<file path="src/rtl/recorder_ctrl_if.sv">
// Key/status inputs and mode/timer outputs of the recorder sequencer.
// The controller takes the slave side; the key logic or bench takes the master side.
interface recorder_ctrl_if;
  logic       i_init_done;
  logic [1:0] i_init_phase;
  logic       i_key_play;
  logic       i_key_rec;
  logic       i_key_stop;
  logic       i_key_up;
  logic       i_key_down;
  logic       i_key_slow;
  logic       i_mem_full;

  logic [2:0] o_state;
  logic [4:0] o_timer;
  logic [1:0] o_speed_stat;
  logic [3:0] o_speed;
  logic [1:0] o_init_state;
  logic [1:0] o_rec_state;
  logic [4:0] o_rec_len;
  logic       o_play;
  logic       o_rec;
  logic       o_addr_clr;

  modport slave (
    input  i_init_done, i_init_phase, i_key_play, i_key_rec, i_key_stop,
           i_key_up, i_key_down, i_key_slow, i_mem_full,
    output o_state, o_timer, o_speed_stat, o_speed, o_init_state,
           o_rec_state, o_rec_len, o_play, o_rec, o_addr_clr
  );

  modport master (
    output i_init_done, i_init_phase, i_key_play, i_key_rec, i_key_stop,
           i_key_up, i_key_down, i_key_slow, i_mem_full,
    input  o_state, o_timer, o_speed_stat, o_speed, o_init_state,
           o_rec_state, o_rec_len, o_play, o_rec, o_addr_clr
  );
endinterface

</file>
<file path="src/rtl/recorder_ctrl.sv">
// Audio recorder sequencer: turns key pulses into mode, elapsed-seconds timer,
// playback speed and record-activity phase. All outputs are registered.
module recorder_ctrl #(
  parameter int CLK_HZ  = 12000000,
  parameter int MAX_SEC = 31
) (
  input  logic            i_clk,
  input  logic            i_rst,
  recorder_ctrl_if.slave  bus
);

  localparam int CW = (CLK_HZ > 1) ? $clog2(CLK_HZ) : 1;
  localparam logic [CW-1:0] TICK_MAX = CW'(CLK_HZ - 1);
  localparam logic [CW-1:0] QTR1     = CW'(CLK_HZ / 4);
  localparam logic [CW-1:0] QTR2     = CW'((CLK_HZ / 4) * 2);
  localparam logic [CW-1:0] QTR3     = CW'((CLK_HZ / 4) * 3);
  localparam logic [4:0]    MAX_T    = 5'(MAX_SEC);

  typedef enum logic [2:0] {
    ST_INIT   = 3'd0,
    ST_IDLE   = 3'd1,
    ST_PLAY   = 3'd2,
    ST_RECORD = 3'd3,
    ST_PAUSE  = 3'd4
  } state_e;

  state_e        state_q, state_d;
  logic [4:0]    timer_q, timer_d;
  logic [3:0]    speed_q, speed_d;
  logic [1:0]    speed_stat_q, speed_stat_d;
  logic          slow_mode_q, slow_mode_d;
  logic          from_rec_q, from_rec_d;
  logic [CW-1:0] tick_cnt_q, tick_cnt_d;
  logic [2:0]    slow_cnt_q, slow_cnt_d;
  logic [4:0]    rec_len_q, rec_len_d;
  logic [1:0]    rec_state_q, rec_state_d;
  logic [1:0]    init_state_q, init_state_d;
  logic          addr_clr_q, addr_clr_d;
  logic          play_q, play_d;
  logic          rec_q, rec_d;

  logic          key_stop, key_play, key_rec;
  logic          running, tick, speed_keys_ok;
  logic [5:0]    play_sum;

  // Stop outranks play, play outranks rec.
  assign key_stop = bus.i_key_stop;
  assign key_play = bus.i_key_play & ~bus.i_key_stop;
  assign key_rec  = bus.i_key_rec & ~bus.i_key_play & ~bus.i_key_stop;

  assign running       = (state_q == ST_PLAY) || (state_q == ST_RECORD);
  assign tick          = running && (tick_cnt_q == TICK_MAX);
  assign speed_keys_ok = (state_q == ST_IDLE) || (state_q == ST_PLAY) || (state_q == ST_PAUSE);

  always_comb begin
    state_d     = state_q;
    timer_d     = timer_q;
    speed_d     = speed_q;
    slow_mode_d = slow_mode_q;
    from_rec_d  = from_rec_q;
    tick_cnt_d  = tick_cnt_q;
    slow_cnt_d  = slow_cnt_q;
    rec_len_d   = rec_len_q;
    addr_clr_d  = 1'b0;
    play_sum    = '0;

    if (tick) begin
      tick_cnt_d = '0;
    end else if (running) begin
      tick_cnt_d = tick_cnt_q + 1'b1;
    end

    case (state_q)
      ST_INIT: begin
        if (bus.i_init_done) state_d = ST_IDLE;
      end
      ST_IDLE: begin
        timer_d = '0;
        if (key_play && (rec_len_q != 5'd0)) begin
          state_d    = ST_PLAY;
          addr_clr_d = 1'b1;
          tick_cnt_d = '0;
          slow_cnt_d = '0;
        end else if (key_rec) begin
          state_d    = ST_RECORD;
          addr_clr_d = 1'b1;
          tick_cnt_d = '0;
        end
      end
      ST_PLAY: begin
        if (key_stop) begin
          state_d = ST_IDLE;
        end else begin
          if (key_play) begin
            state_d    = ST_PAUSE;
            from_rec_d = 1'b0;
          end
          // A tick on the pause cycle still counts; reaching the end wins over pause.
          if (tick) begin
            if (speed_q == 4'd1) begin
              play_sum = {1'b0, timer_q} + 6'd1;
            end else if (!slow_mode_q) begin
              play_sum = {1'b0, timer_q} + {2'b00, speed_q};
            end else if ({1'b0, slow_cnt_q} == (speed_q - 4'd1)) begin
              play_sum   = {1'b0, timer_q} + 6'd1;
              slow_cnt_d = '0;
            end else begin
              play_sum   = {1'b0, timer_q};
              slow_cnt_d = slow_cnt_q + 3'd1;
            end
            if (play_sum >= {1'b0, rec_len_q}) begin
              timer_d = rec_len_q;
              state_d = ST_IDLE;
            end else begin
              timer_d = play_sum[4:0];
            end
          end
        end
      end
      ST_RECORD: begin
        if (key_stop || bus.i_mem_full) begin
          state_d   = ST_IDLE;
          rec_len_d = timer_q;
        end else begin
          if (key_rec) begin
            state_d    = ST_PAUSE;
            from_rec_d = 1'b1;
          end
          if (tick) begin
            if (timer_q == MAX_T) begin
              state_d   = ST_IDLE;
              rec_len_d = MAX_T;
            end else begin
              timer_d = timer_q + 5'd1;
            end
          end
        end
      end
      ST_PAUSE: begin
        if (key_stop) begin
          state_d = ST_IDLE;
          if (from_rec_q) rec_len_d = timer_q;
        end else if (key_play && !from_rec_q) begin
          state_d = ST_PLAY;
        end else if (key_rec && from_rec_q) begin
          state_d = ST_RECORD;
        end
      end
      default: state_d = ST_INIT;
    endcase

    // Simultaneous up and down cancel; any accepted speed key restarts the slow divider.
    if (speed_keys_ok) begin
      if (bus.i_key_up ^ bus.i_key_down) begin
        slow_cnt_d = '0;
        if (bus.i_key_up && (speed_q != 4'd8))   speed_d = speed_q + 4'd1;
        if (bus.i_key_down && (speed_q != 4'd1)) speed_d = speed_q - 4'd1;
      end
      if (bus.i_key_slow) begin
        slow_mode_d = ~slow_mode_q;
        slow_cnt_d  = '0;
      end
    end
  end

  always_comb begin
    speed_stat_d = 2'd0;
    if (speed_d != 4'd1) speed_stat_d = slow_mode_d ? 2'd2 : 2'd1;

    // Record phase follows the tick counter so it stays in step across pauses.
    rec_state_d = 2'd0;
    if (state_d == ST_RECORD) begin
      if (tick_cnt_d >= QTR3)      rec_state_d = 2'd3;
      else if (tick_cnt_d >= QTR2) rec_state_d = 2'd2;
      else if (tick_cnt_d >= QTR1) rec_state_d = 2'd1;
    end

    init_state_d = (state_d == ST_INIT) ? bus.i_init_phase : 2'd0;
    play_d       = (state_d == ST_PLAY);
    rec_d        = (state_d == ST_RECORD);
  end

  always_ff @(posedge i_clk) begin
    if (i_rst) begin
      state_q      <= ST_INIT;
      timer_q      <= '0;
      speed_q      <= 4'd1;
      speed_stat_q <= 2'd0;
      slow_mode_q  <= 1'b0;
      from_rec_q   <= 1'b0;
      tick_cnt_q   <= '0;
      slow_cnt_q   <= '0;
      rec_len_q    <= '0;
      rec_state_q  <= 2'd0;
      init_state_q <= bus.i_init_phase;
      addr_clr_q   <= 1'b0;
      play_q       <= 1'b0;
      rec_q        <= 1'b0;
    end else begin
      state_q      <= state_d;
      timer_q      <= timer_d;
      speed_q      <= speed_d;
      speed_stat_q <= speed_stat_d;
      slow_mode_q  <= slow_mode_d;
      from_rec_q   <= from_rec_d;
      tick_cnt_q   <= tick_cnt_d;
      slow_cnt_q   <= slow_cnt_d;
      rec_len_q    <= rec_len_d;
      rec_state_q  <= rec_state_d;
      init_state_q <= init_state_d;
      addr_clr_q   <= addr_clr_d;
      play_q       <= play_d;
      rec_q        <= rec_d;
    end
  end

  assign bus.o_state      = state_q;
  assign bus.o_timer      = timer_q;
  assign bus.o_speed_stat = speed_stat_q;
  assign bus.o_speed      = speed_q;
  assign bus.o_init_state = init_state_q;
  assign bus.o_rec_state  = rec_state_q;
  assign bus.o_rec_len    = rec_len_q;
  assign bus.o_play       = play_q;
  assign bus.o_rec        = rec_q;
  assign bus.o_addr_clr   = addr_clr_q;

endmodule

</file>
<file path="src/flat_wrapper.sv">
// flat-port wrapper written by rule: the top's interface ports become plain ports
module recorder_ctrl_flat 
#(
  parameter int CLK_HZ  = 12000000,
  parameter int MAX_SEC = 31
)
  (i_clk, i_rst, bus_i_init_done, bus_i_init_phase, bus_i_key_play, bus_i_key_rec, bus_i_key_stop, bus_i_key_up, bus_i_key_down, bus_i_key_slow, bus_i_mem_full, bus_o_state, bus_o_timer, bus_o_speed_stat, bus_o_speed, bus_o_init_state, bus_o_rec_state, bus_o_rec_len, bus_o_play, bus_o_rec, bus_o_addr_clr);
  recorder_ctrl_if bus_i ();
  input  logic i_clk;
  input  logic i_rst;
  input wire logic [$bits(bus_i.i_init_done)-1:0] bus_i_init_done;
  input wire logic [$bits(bus_i.i_init_phase)-1:0] bus_i_init_phase;
  input wire logic [$bits(bus_i.i_key_play)-1:0] bus_i_key_play;
  input wire logic [$bits(bus_i.i_key_rec)-1:0] bus_i_key_rec;
  input wire logic [$bits(bus_i.i_key_stop)-1:0] bus_i_key_stop;
  input wire logic [$bits(bus_i.i_key_up)-1:0] bus_i_key_up;
  input wire logic [$bits(bus_i.i_key_down)-1:0] bus_i_key_down;
  input wire logic [$bits(bus_i.i_key_slow)-1:0] bus_i_key_slow;
  input wire logic [$bits(bus_i.i_mem_full)-1:0] bus_i_mem_full;
  output wire logic [$bits(bus_i.o_state)-1:0] bus_o_state;
  output wire logic [$bits(bus_i.o_timer)-1:0] bus_o_timer;
  output wire logic [$bits(bus_i.o_speed_stat)-1:0] bus_o_speed_stat;
  output wire logic [$bits(bus_i.o_speed)-1:0] bus_o_speed;
  output wire logic [$bits(bus_i.o_init_state)-1:0] bus_o_init_state;
  output wire logic [$bits(bus_i.o_rec_state)-1:0] bus_o_rec_state;
  output wire logic [$bits(bus_i.o_rec_len)-1:0] bus_o_rec_len;
  output wire logic [$bits(bus_i.o_play)-1:0] bus_o_play;
  output wire logic [$bits(bus_i.o_rec)-1:0] bus_o_rec;
  output wire logic [$bits(bus_i.o_addr_clr)-1:0] bus_o_addr_clr;
  assign bus_i.i_init_done = bus_i_init_done;
  assign bus_i.i_init_phase = bus_i_init_phase;
  assign bus_i.i_key_play = bus_i_key_play;
  assign bus_i.i_key_rec = bus_i_key_rec;
  assign bus_i.i_key_stop = bus_i_key_stop;
  assign bus_i.i_key_up = bus_i_key_up;
  assign bus_i.i_key_down = bus_i_key_down;
  assign bus_i.i_key_slow = bus_i_key_slow;
  assign bus_i.i_mem_full = bus_i_mem_full;
  assign bus_o_state = bus_i.o_state;
  assign bus_o_timer = bus_i.o_timer;
  assign bus_o_speed_stat = bus_i.o_speed_stat;
  assign bus_o_speed = bus_i.o_speed;
  assign bus_o_init_state = bus_i.o_init_state;
  assign bus_o_rec_state = bus_i.o_rec_state;
  assign bus_o_rec_len = bus_i.o_rec_len;
  assign bus_o_play = bus_i.o_play;
  assign bus_o_rec = bus_i.o_rec;
  assign bus_o_addr_clr = bus_i.o_addr_clr;
  recorder_ctrl #(.CLK_HZ(CLK_HZ), .MAX_SEC(MAX_SEC)) u_core (.i_clk(i_clk), .i_rst(i_rst), .bus(bus_i));
endmodule
</file>
<file path="config.mk">
export PLATFORM = sky130hd
export DESIGN_NAME = recorder_ctrl_flat
export DESIGN_NICKNAME = d
export VERILOG_FILES = /design/src/rtl/recorder_ctrl_if.sv /design/src/rtl/recorder_ctrl.sv /design/src/flat_wrapper.sv
export SDC_FILE = /design/constraint.sdc
export NUM_CORES = 1
export LEC_CHECK = 0
export ABC_AREA = 1
export BUFFER_PORTS_ARGS = -buffer_cell sky130_fd_sc_hd__buf_2
export CAP_MARGIN = 20
export CORE_MARGIN = 8
export CORE_UTILIZATION = 26
export DETAILED_ROUTE_END_ITERATION = 8
export RECOVER_POWER = 100
export SETUP_SLACK_MARGIN = 0.3
export SYNTH_ARGS = -nofsm -noshare
export SYNTH_HDL_FRONTEND = slang
export SYNTH_SLANG_ARGS = --single-unit
</file>
<file path="constraint.sdc">
create_clock -name i_clk -period 3.75 [get_ports i_clk]
set_input_delay 0.1875 -clock i_clk [delete_from_list [all_inputs] [get_ports i_clk]]
set_output_delay 0.1875 -clock i_clk [all_outputs]
set_load 0.02 [all_outputs]
</file>
-- After elaboration in Yosys (flattened, before gate mapping)
Index checks and enable logic that the tools add are counted.
- add/subtract/negate cells: 7
- $mul: 0
- div/mod/pow operators: 0
- order comparisons: 4
- eq/ne operators: 24
- shifts and indexed selects: 0
- mux-type cells: 68
- bitwise logic cells: 10
- reduce and logical (&&, ||, !) cells: 23
- operators with widths (cell ; number):
    24-bit two-way mux ; 5
    3-bit two-way mux ; 23
    5-bit two-way mux ; 11
    6-bit two-way mux ; 6
    24-bit by 1-bit adder with 24-bit output (second input constant) ; 1
    24-bit == test (second input constant) ; 1
    24-bit by 22-bit greater-or-equal comparator with 1-bit output (second input constant) ; 1
    24-bit by 23-bit greater-or-equal comparator with 1-bit output (second input constant) ; 1
    24-bit greater-or-equal comparator (second input constant) ; 1
    4-bit two-way mux ; 4
    3-bit case mux with 5 select lines ; 1
    5-bit case mux with 3 select lines ; 1
    3-bit by 2-bit == test with 1-bit output (second input constant) ; 4
    2-bit two-way mux ; 5
    2-bit by 1-bit != test with 1-bit output (second input constant) ; 5
    5-bit case mux with 2 select lines ; 1
    5-bit AND reduction ; 2
    1-bit two-way mux ; 9
    2-bit != test (second input constant) ; 4
    4-bit by 1-bit != test with 1-bit output (second input constant) ; 2
    5-bit by 1-bit adder with 6-bit output (second input constant) ; 1
    5-bit by 4-bit adder with 6-bit output ; 1
    6-bit by 5-bit greater-or-equal comparator with 1-bit output ; 1
    1-bit logical AND ; 6
    other kinds (25) ; 39
- bits in registers: 55
- bits in latches: 0
- memory bits (writable): 0
- bits in read-only memories: 0
- input bits: 12
- output and inout bits: 26
- logic and storage cells: 150
- memories kept: 0

-- Depth between registers and ports, before layout
Gate-level depths: netlist of the first run.
- depth after elaboration: 16
- gate-level depth with buffers: 29
- mapped depth without buffers: 29

-- Worst setup path before layout of the first run
Ideal clock, no wire load.
- path type: register -> register
- from: register u_core.speed_q[0] (netlist: u_core.bus.o_speed[0])
- to: register u_core.rec_state_q[0] (netlist: u_core.bus.o_rec_state[0])
- setup time: 0.066 ns
- arrival time: 3.390 ns
- data required time: 3.684 ns
- path slack: 0.294 ns
- stages on the path, launching flop included: 28
- path buffers: 0
- period minus slack after synthesis: 3.456 ns
- cells stage by stage: dfxtp_1 -> inv_1 -> ha_1 -> or2_2 -> nand3_1 -> nor2_1 -> nand2_1 -> nand2_1 -> nand2_1 -> inv_1 -> nand2_1 -> o221ai_1 -> ha_1 -> inv_1 -> a21boi_0 -> o21ai_0 -> nand2_1 -> nand2_1 -> nand2_1 -> a21oi_1 -> nand3_2 -> nand2_1 -> nand2_1 -> nand2_1 -> nand2_1 -> inv_1 -> nand2_1 -> a21oi_2
- cells in the longest elaborated chain, start to end: 16
- elaborated cells between the ends (all ways): 18
- classes of those cells: 2 x add/sub; 1 x order compare; 3 x eq/ne; 10 x mux; 1 x bitwise; 1 x reduce/logical
- ends and longest elaborated chain (element ; RTL line ; text):
    start, declared ; recorder_ctrl.sv:29 ; logic [3:0] speed_q, speed_d;
    start signal, assigned ; recorder_ctrl.sv:202 ; speed_q <= speed_d;
    4-bit by 1-bit subtractor with 4-bit output ; recorder_ctrl.sv:104 ; end else if ({1'b0, slow_cnt_q} == (speed_q - 4'd1)) begin
    3-bit by 4-bit == test with 1-bit output ; recorder_ctrl.sv:104 ;
    6-bit two-way mux ; recorder_ctrl.sv:104 ;
    6-bit two-way mux ; recorder_ctrl.sv:102 ; end else if (!slow_mode_q) begin
    6-bit two-way mux * ; recorder_ctrl.sv:100 ; if (speed_q == 4'd1) begin
    6-bit two-way mux * ; recorder_ctrl.sv:99 ; if (tick) begin
    6-bit two-way mux * ; recorder_ctrl.sv:91 ; if (key_stop) begin
    6-bit two-way mux * ; recorder_ctrl.sv:73 ; case (state_q)
    6-bit by 5-bit greater-or-equal comparator with 1-bit output * ; recorder_ctrl.sv:111 ; if (play_sum >= {1'b0, rec_len_q}) begin
    3-bit two-way mux * ; recorder_ctrl.sv:111 ;
    3-bit two-way mux * ; recorder_ctrl.sv:99 ;
    3-bit two-way mux * ; recorder_ctrl.sv:91 ;
    3-bit case mux with 5 select lines * ; recorder_ctrl.sv:73 ;
    3-bit by 2-bit == test with 1-bit output * ; recorder_ctrl.sv:172 ; if (state_d == ST_RECORD) begin
    1-bit NOT (no source line) * ; n/a ;
    2-bit OR reduction (no source line) * ; n/a ;
    end signal, assigned ; recorder_ctrl.sv:209 ; rec_state_q <= rec_state_d;
    end, declared ; recorder_ctrl.sv:36 ; logic [1:0] rec_state_q, rec_state_d;
Mark *: on every way between the ends. The rest lies on a longest branch, timed or not. The select of a mux whose other input is x is not followed.
A chain may end at the register's enable or synchronous reset.

-- Worst setup path in the final report of the first run
Same ends and word-level chain as after synthesis.

==> impl_metrics.json, run 1 <==
{
  "outcome": "finished, final reports clean",
  "vias_in_the_first_global_route": 4183,
  "hpwlAfterDp_um": 10150,
  "die-width_um": 143.7,
  "period_share": 0.8752,
  "share_clk_of_total_power": 0.351,
  "cts-root-buf": "sky130_fd_sc_hd__clkbuf_16",
  "grt_setup_unrepaired": "no",
  "tritoncts": "done",
  "final_core_util": 0.3028,
  "mostFrequentLayoutCell": "sky130_fd_sc_hd__nand2_1",
  "clock_pin_slew_worst_setup_and_hold_paths_ns": 0.08,
  "pre_cts_slack_ns": 0.1221,
  "num-nets-final": 769,
  "share_comb_of_total_power": 0.223,
  "syn_nets": 725,
  "worstMarginPinSlew_ns": 0.7163,
  "post-synth-top-area-cell": "sky130_fd_sc_hd__dfxtp_1",
  "setup_tns_ns": 0,
  "critical_path.endpoint_type": "flip-flop",
  "synth.cell_area_um2": 4238,
  "yosys.cell_types.count": 45,
  "vias": 4476,
  "netlist_top_cells_area": "sky130_fd_sc_hd__dfxtp_1 26%, sky130_fd_sc_hd__nand2_1 15%, sky130_fd_sc_hd__nor2_1 10%",
  "final_cell_count_without_fillers": 957,
  "finClkSkew_ns": 0.009260,
  "final_cell_mix": "167 x sky130_fd_sc_hd__nand2_1, 116 x sky130_fd_sc_hd__nor2_1, 96 x sky130_fd_sc_hd__inv_1",
  "p_leak_nw": 2.058,
  "post_synthesis_cell_count": 696,
  "synth-seq-cells": 55,
  "drive_above_1_share": 0.08772,
  "wl_um": 12930,
  "grt_max_degree": 36,
  "drv_cap": 0,
  "cts_inserted_buffers": 5,
  "cts_buffer_depth": 2,
  "port-buffer-count": 37,
  "detail_route.iter0.violations": 321,
  "remaining_drc_errors": 0,
  "yosysWarnings": 0,
  "wl_per_cell_um": 13.51,
  "switching_power_mw": 0.4821,
  "worst-endpoint-arrival_ns": 3.53,
  "worst_hold_margin_ns": 0.08807,
  "yosysSeqAreaShare": 0.2598,
  "global_route.overflow_total": 0,
  "first_pass_grt_wire_length_um": 20770,
  "number_of_synthesized_flops_with_an_enable_pin": 0,
  "cts.sink_count": 55,
  "flow.area_growth_from_synthesis_pct": 13.49,
  "post-synth-top-area-fraction": 0.2598,
  "timing.critical_path.from_type": "flip-flop",
  "h-tree-depth": 2,
  "antennaDiodeCount": 0,
  "floorplan.rows": 46,
  "peakVddDrop_uv": 176.5,
  "vias_per_cell": 4.677,
  "dpl.cell_count": 944,
  "power_frac_seq": 0.425,
  "finalCriticalPeriod_ns": 3.282,
  "sw_frac_of_total": 0.3322,
  "report.power.total_mw": 1.451,
  "timing.fmax_ghz": 0.3047,
  "finalWeightedCongestion": 0.9042,
  "dieArea_um2": 20640,
  "postSynth.asyncResetShare": 0,
  "hold_viol_final": 0,
  "p_int_mw": 0.9691,
  "final_design_area_no_fill_um2": 4810,
  "grt_antenna_before_repair": 0,
  "timing_worst_setup_path_type": "flip-flop to flip-flop",
  "ioPinCount": 38,
  "fin_ws_ns": 0.4678,
  "timing.critical_path.required_ns": 4.00,
  "detailedRoute.firstPassIterationCount": 5,
  "ys.flop_type": "sky130_fd_sc_hd__dfxtp_1",
  "overall_global_routing_resource_usage": 0.1249,
  "crit_path_max_fanout": 5,
  "synth.avg_cell_area_um2": 6.089,
  "min-delay-path-class": "primary input to flip-flop",
  "clock_insertion_delay_worst_skew_ns": 0.30,
  "worst_slew_margin_rel": 0.5225,
  "start_util": 0.2668,
  "drtAntennaViolNets": 0,
  "core_region_area_um2": 15890,
  "slew_violations": 0,
  "timing.final.setup_violations": 0,
  "pwr_density_cell_nw_per_um2": 301.7,
  "die-height_um": 143.7,
  "postPlaceCellArea_um2": 4681
}
state kept, by name (all words and copies together) (netlist names), 2 cells and up:
| register | flops |
|---|---|
| u_core.bus.o_rec_state | 2 |
| u_core.tick_cnt_q | 24 |
| u_core.bus.o_state | 3 |
| u_core.bus.o_timer | 5 |
| u_core.bus.o_init_state | 2 |
| u_core.bus.o_rec_len | 5 |
| u_core.bus.o_speed | 4 |
| u_core.bus.o_speed_stat | 2 |
| u_core.slow_cnt_q | 3 |
timing repair:
action | 4_1_cts | 5_1_grt
hold buffers | 0 | 0
setup endpoints to repair | 6 | 14
setup buffers | 1 | 4
pin swaps | 1 | 0
gates resized for setup | 1 | 13
cell type report:
type,instances,area [µm²]
Clock buffer,5,125.1
Clock inverter,3,27.53
Fill cell,1822,11080
Inverter,106,400.4
Multi-Input combinational cell,525,2650
Sequential cell,55,1109
Tap cell,216,270.3
Timing Repair Buffer,47,227.7
metal layers:
layer | part of all wire | routed length [µm] | GRT usage
met5 | 0 | 0 | 0
met2 | 0.46 | 5993 | 0.2029
met3 | 0.059 | 761 | 0.02389
met1 | 0.46 | 6010 | 0.1628
met4 | 0.013 | 166 | 0.03985
worst paths after layout:
| kind | start | endpoint | slack (ns) | depth (start not counted) |
|---|---|---|---|---|
| worst max-delay path | u_core.bus.o_speed[0]$_SDFF_PP1_ | u_core.bus.o_rec_state[0]$_SDFF_PP0_ | 0.47 | 27 |
| worst max register to register | u_core.bus.o_speed[0]$_SDFF_PP1_ | u_core.bus.o_rec_state[0]$_SDFF_PP0_ | 0.47 | 27 |
| worst min register to register | u_core.tick_cnt_q[1]$_SDFF_PP0_ | u_core.tick_cnt_q[1]$_SDFF_PP0_ | 0.52 | 2 |
| worst min-delay path | bus_i_init_phase[0] | u_core.bus.o_init_state[0]$_DFF_P_ | 0.09 | 3 |
cells by family after synthesis:
logic type,share of synthesized area
buf+inv,0.1066
xor+xnor,0.03927
fa+ha+maj,0.05196
flops,0.2598
simple gates,0.4125
compound gates,0.1299
Yosys cell counts, types with 5 or more instances:
library cell	instances
sky130_fd_sc_hd__nor3_1	14
sky130_fd_sc_hd__dfxtp_1	55
sky130_fd_sc_hd__xor2_1	14
sky130_fd_sc_hd__nor2_1	116
sky130_fd_sc_hd__inv_2	6
sky130_fd_sc_hd__nand2_1	165
sky130_fd_sc_hd__xnor2_1	5
sky130_fd_sc_hd__clkbuf_1	6
sky130_fd_sc_hd__o21ai_0	39
sky130_fd_sc_hd__nand4_1	14
sky130_fd_sc_hd__nor2_2	7
sky130_fd_sc_hd__nand3_1	50
sky130_fd_sc_hd__ha_1	16
sky130_fd_sc_hd__a21oi_1	33
sky130_fd_sc_hd__a211oi_1	6
sky130_fd_sc_hd__inv_1	97
sky130_fd_sc_hd__nand3_2	8
power groups by stage:
stage / clock [mW] / sequential [mW] / combinational (mW)
floorplan: 0 / 0.647 / 0.187
global placement: 0 / 0.633 / 0.295
detailed placement: 0 / 0.632 / 0.295
CTS: 0.524 / 0.619 / 0.306
global route: 0.544 / 0.620 / 0.365
finish: 0.510 / 0.617 / 0.324
critical path, cell delays in order, from the launching register on:
cell                       delay [ns]
sky130_fd_sc_hd__dfxtp_4         0.36
sky130_fd_sc_hd__inv_1           0.15
sky130_fd_sc_hd__ha_4            0.24
sky130_fd_sc_hd__or2_2           0.27
sky130_fd_sc_hd__nand3_1         0.08
sky130_fd_sc_hd__nor2_1          0.06
sky130_fd_sc_hd__nand2_1         0.13
sky130_fd_sc_hd__nand2_1         0.10
sky130_fd_sc_hd__nand2_1         0.09
sky130_fd_sc_hd__inv_1           0.06
sky130_fd_sc_hd__nand2_1         0.08
sky130_fd_sc_hd__o221ai_2        0.10
sky130_fd_sc_hd__ha_1            0.28
sky130_fd_sc_hd__inv_1           0.05
sky130_fd_sc_hd__a21boi_0        0.07
sky130_fd_sc_hd__o21ai_0         0.15
sky130_fd_sc_hd__nand2_1         0.06
sky130_fd_sc_hd__nand2_1         0.05
sky130_fd_sc_hd__nand2_1         0.05
sky130_fd_sc_hd__a21oi_2         0.12
sky130_fd_sc_hd__nand3_2         0.09
sky130_fd_sc_hd__nand2_2         0.09
sky130_fd_sc_hd__nand2_1         0.05
sky130_fd_sc_hd__nand2_1         0.05
sky130_fd_sc_hd__nand2_1         0.07
sky130_fd_sc_hd__inv_1           0.09
sky130_fd_sc_hd__nand2_1         0.10
sky130_fd_sc_hd__a21oi_2         0.12
No activity file was read; power rests on OpenSTA's default activity.
==> run 2: changes to the inputs <==
Settings changed: CORE_UTILIZATION 26 to 61, PLACE_DENSITY set to 0.81.
==> run 2 against run 1 <==
Net effect:
- fmax fell by 1.6%
- count of clock-buffer cells in the layout is 1 higher
- via count grew 3.6%
- cell count fell by 14%
- sequential power rose by 0.6%
- critical endpoint is now u_core.bus.o_timer[3]$_SDFFE_PP0P_
- largest cell class unchanged
- largest power group unchanged
- highest routed layer unchanged
==> impl_metrics.json, run 2 (same netlist as run 1, synthesis figures left out) <==
{
  "outcome": "finished, final reports clean",
  "detailedRoute.firstPassIterationCount": 5,
  "h-tree-depth": 2,
  "final_design_area_no_fill_um2": 4612,
  "cts_inserted_buffers": 5,
  "antennaDiodeCount": 0,
  "drive_above_1_share": 0.09447,
  "vias_in_the_first_global_route": 4417,
  "clock_insertion_delay_worst_skew_ns": 0.32,
  "dr_wl_met3_um": 652,
  "nFillCells": 643,
  "global_route.overflow_total": 0,
  "setup_tns_ns": 0,
  "cts-root-buf": "sky130_fd_sc_hd__clkbuf_8",
  "worst_hold_margin_ns": 0.1196,
  "cts.sink_count": 55,
  "grt_max_degree": 36,
  "overall_global_routing_resource_usage": 0.2483,
  "clock_pin_slew_worst_setup_and_hold_paths_ns": 0.11,
  "detail_route.wirelength.met1_um": 4854,
  "critical_path.endpoint_type": "flip-flop",
  "detail_route.iter0.violations": 255,
  "timing.fmax_ghz": 0.2997,
  "ioPinCount": 38,
  "peakVddDrop_uv": 204.6,
  "grt_setup_unrepaired": "yes",
  "wl_um": 12340,
  "finClkSkew_ns": 0.01395,
  "final_cell_mix": "164 x sky130_fd_sc_hd__nand2_1, 116 x sky130_fd_sc_hd__nor2_1, 94 x sky130_fd_sc_hd__inv_1",
  "tritoncts": "done",
  "period_share": 0.8897,
  "timing_worst_setup_path_type": "flip-flop to flip-flop",
  "first_pass_grt_wire_length_um": 20180,
  "reg2reg_depth": 24,
  "die-width_um": 99.35,
  "remaining_drc_errors": 0,
  "drv_cap": 0,
  "slowest_delay_ns": 0.45,
  "crit_path_top_delay_cell": "sky130_fd_sc_hd__dfxtp_1",
  "worstMarginPinSlew_ns": 0.7330,
  "num-nets-final": 769,
  "core_region_area_um2": 6756,
  "cp_cell_sequence": "inv_1, nand2_1, nand2_1, xor2_1, nor2_1, nand2_2, buf_4, nand2_1, inv_1, nand2_1, o21ai_0, a21oi_1, inv_1, ha_1, o21ai_1, nand2_1, nand2_1, nand2_1, a21oi_1, nand3_2, clkbuf_1, a21oi_1, o21ai_0, a21oi_1",
  "seqCellArea_um2": 1109,
  "dieArea_um2": 9870,
  "cpMostUsedCell": "sky130_fd_sc_hd__nand2_1",
  "report.power.total_mw": 1.361,
  "multi_input_area_um2": 2654,
  "dpl.cell_count": 807,
  "port-buffer-count": 37,
  "p_leak_nw": 2.050,
  "pwr_density_cell_nw_per_um2": 295.2,
  "routed.top_layer": "met4",
  "finalCriticalPeriod_ns": 3.336,
  "worst_slew_margin_rel": 0.5114,
  "mostFrequentLayoutCell": "sky130_fd_sc_hd__nand2_1",
  "timing.final.setup_violations": 0,
  "grt_antenna_before_repair": 0,
  "start_util": 0.6272,
  "postPlaceCellArea_um2": 4503,
  "vias_per_cell": 5.648,
  "final_core_util": 0.6826,
  "crit_path_max_fanout": 9,
  "met2RoutedLength_um": 6358,
  "pre_cts_slack_ns": 0.1176,
  "hold_viol_final": 0,
  "fin_ws_ns": 0.4137,
  "cts_buffer_depth": 2,
  "die-height_um": 99.35,
  "min_delay_path_depth": 3,
  "drtAntennaViolNets": 0,
  "largest_reg_flops": 24,
  "final_cell_count_without_fillers": 821,
  "slew_violations": 0,
  "wl_per_cell_um": 15.03,
  "vias": 4637,
  "register_bank_with_the_most_flops": "u_core.tick_cnt_q",
  "timing.critical_path.required_ns": 4.01,
  "worst-endpoint-arrival_ns": 3.59,
  "flow.area_growth_from_synthesis_pct": 8.828,
  "floorplan.rows": 30,
  "timing.critical_path.from_type": "flip-flop",
  "finalWeightedCongestion": 0.9838,
  "hpwlAfterDp_um": 9566,
  "min-delay-path-class": "primary input to flip-flop"
}
## run 2: timing repair
action | CTS | global route
resized for setup | 2 | 20
endpoints found under the hold margin | 0 | 0
setup endpoints to repair | 6 | 14
setup buffers | 1 | 5
pin swaps | 1 | 4
hold buffers | 0 | 0
## run 2: path summary, 6_finish.rpt
kind	from	to	slack, ns
min reg2reg	u_core.tick_cnt_q[1]$_SDFF_PP0_	u_core.tick_cnt_q[1]$_SDFF_PP0_	0.51
min	bus_i_init_phase[0]	u_core.bus.o_init_state[0]$_DFF_P_	0.12
max	u_core.bus.o_speed[2]$_SDFF_PP0_	u_core.bus.o_timer[3]$_SDFFE_PP0P_	0.41
max reg2reg	u_core.bus.o_speed[2]$_SDFF_PP0_	u_core.bus.o_timer[3]$_SDFFE_PP0P_	0.41
## run 2: final cells by class
class	count	area share
Clock inverter	2	0.007596
Inverter	106	0.08790
Sequential cell	55	0.2404
Tap cell	80	0.02170
Clock buffer	6	0.01791
Timing Repair Buffer	47	0.04910
Multi-Input combinational cell	525	0.5754
## run 2: per-layer routing
layer  global-route usage  vias up
li1                     -     2328
met1               0.2631     2106
met2               0.4602      169
met3              0.03771       34
met4               0.1327        0
met5                    0        -
## run 2: critical path, delay by kind of cell (launching register included)
kind	cells	cell delay, ns
AO/OA/AOI/OAI	7	0.90
XOR/XNOR	1	0.15
adder cells (fa/ha/maj)	1	0.26
flip-flops	1	0.45
buffers and inverters	5	0.63
AND/OR/NAND/NOR	10	0.90
## run 2: where the power goes
group          switching [mW]  leakage (nW)  internal, mW
combinational           0.206          1.54         0.111
sequential             0.0208         0.446         0.600
clock                   0.207        0.0612         0.217
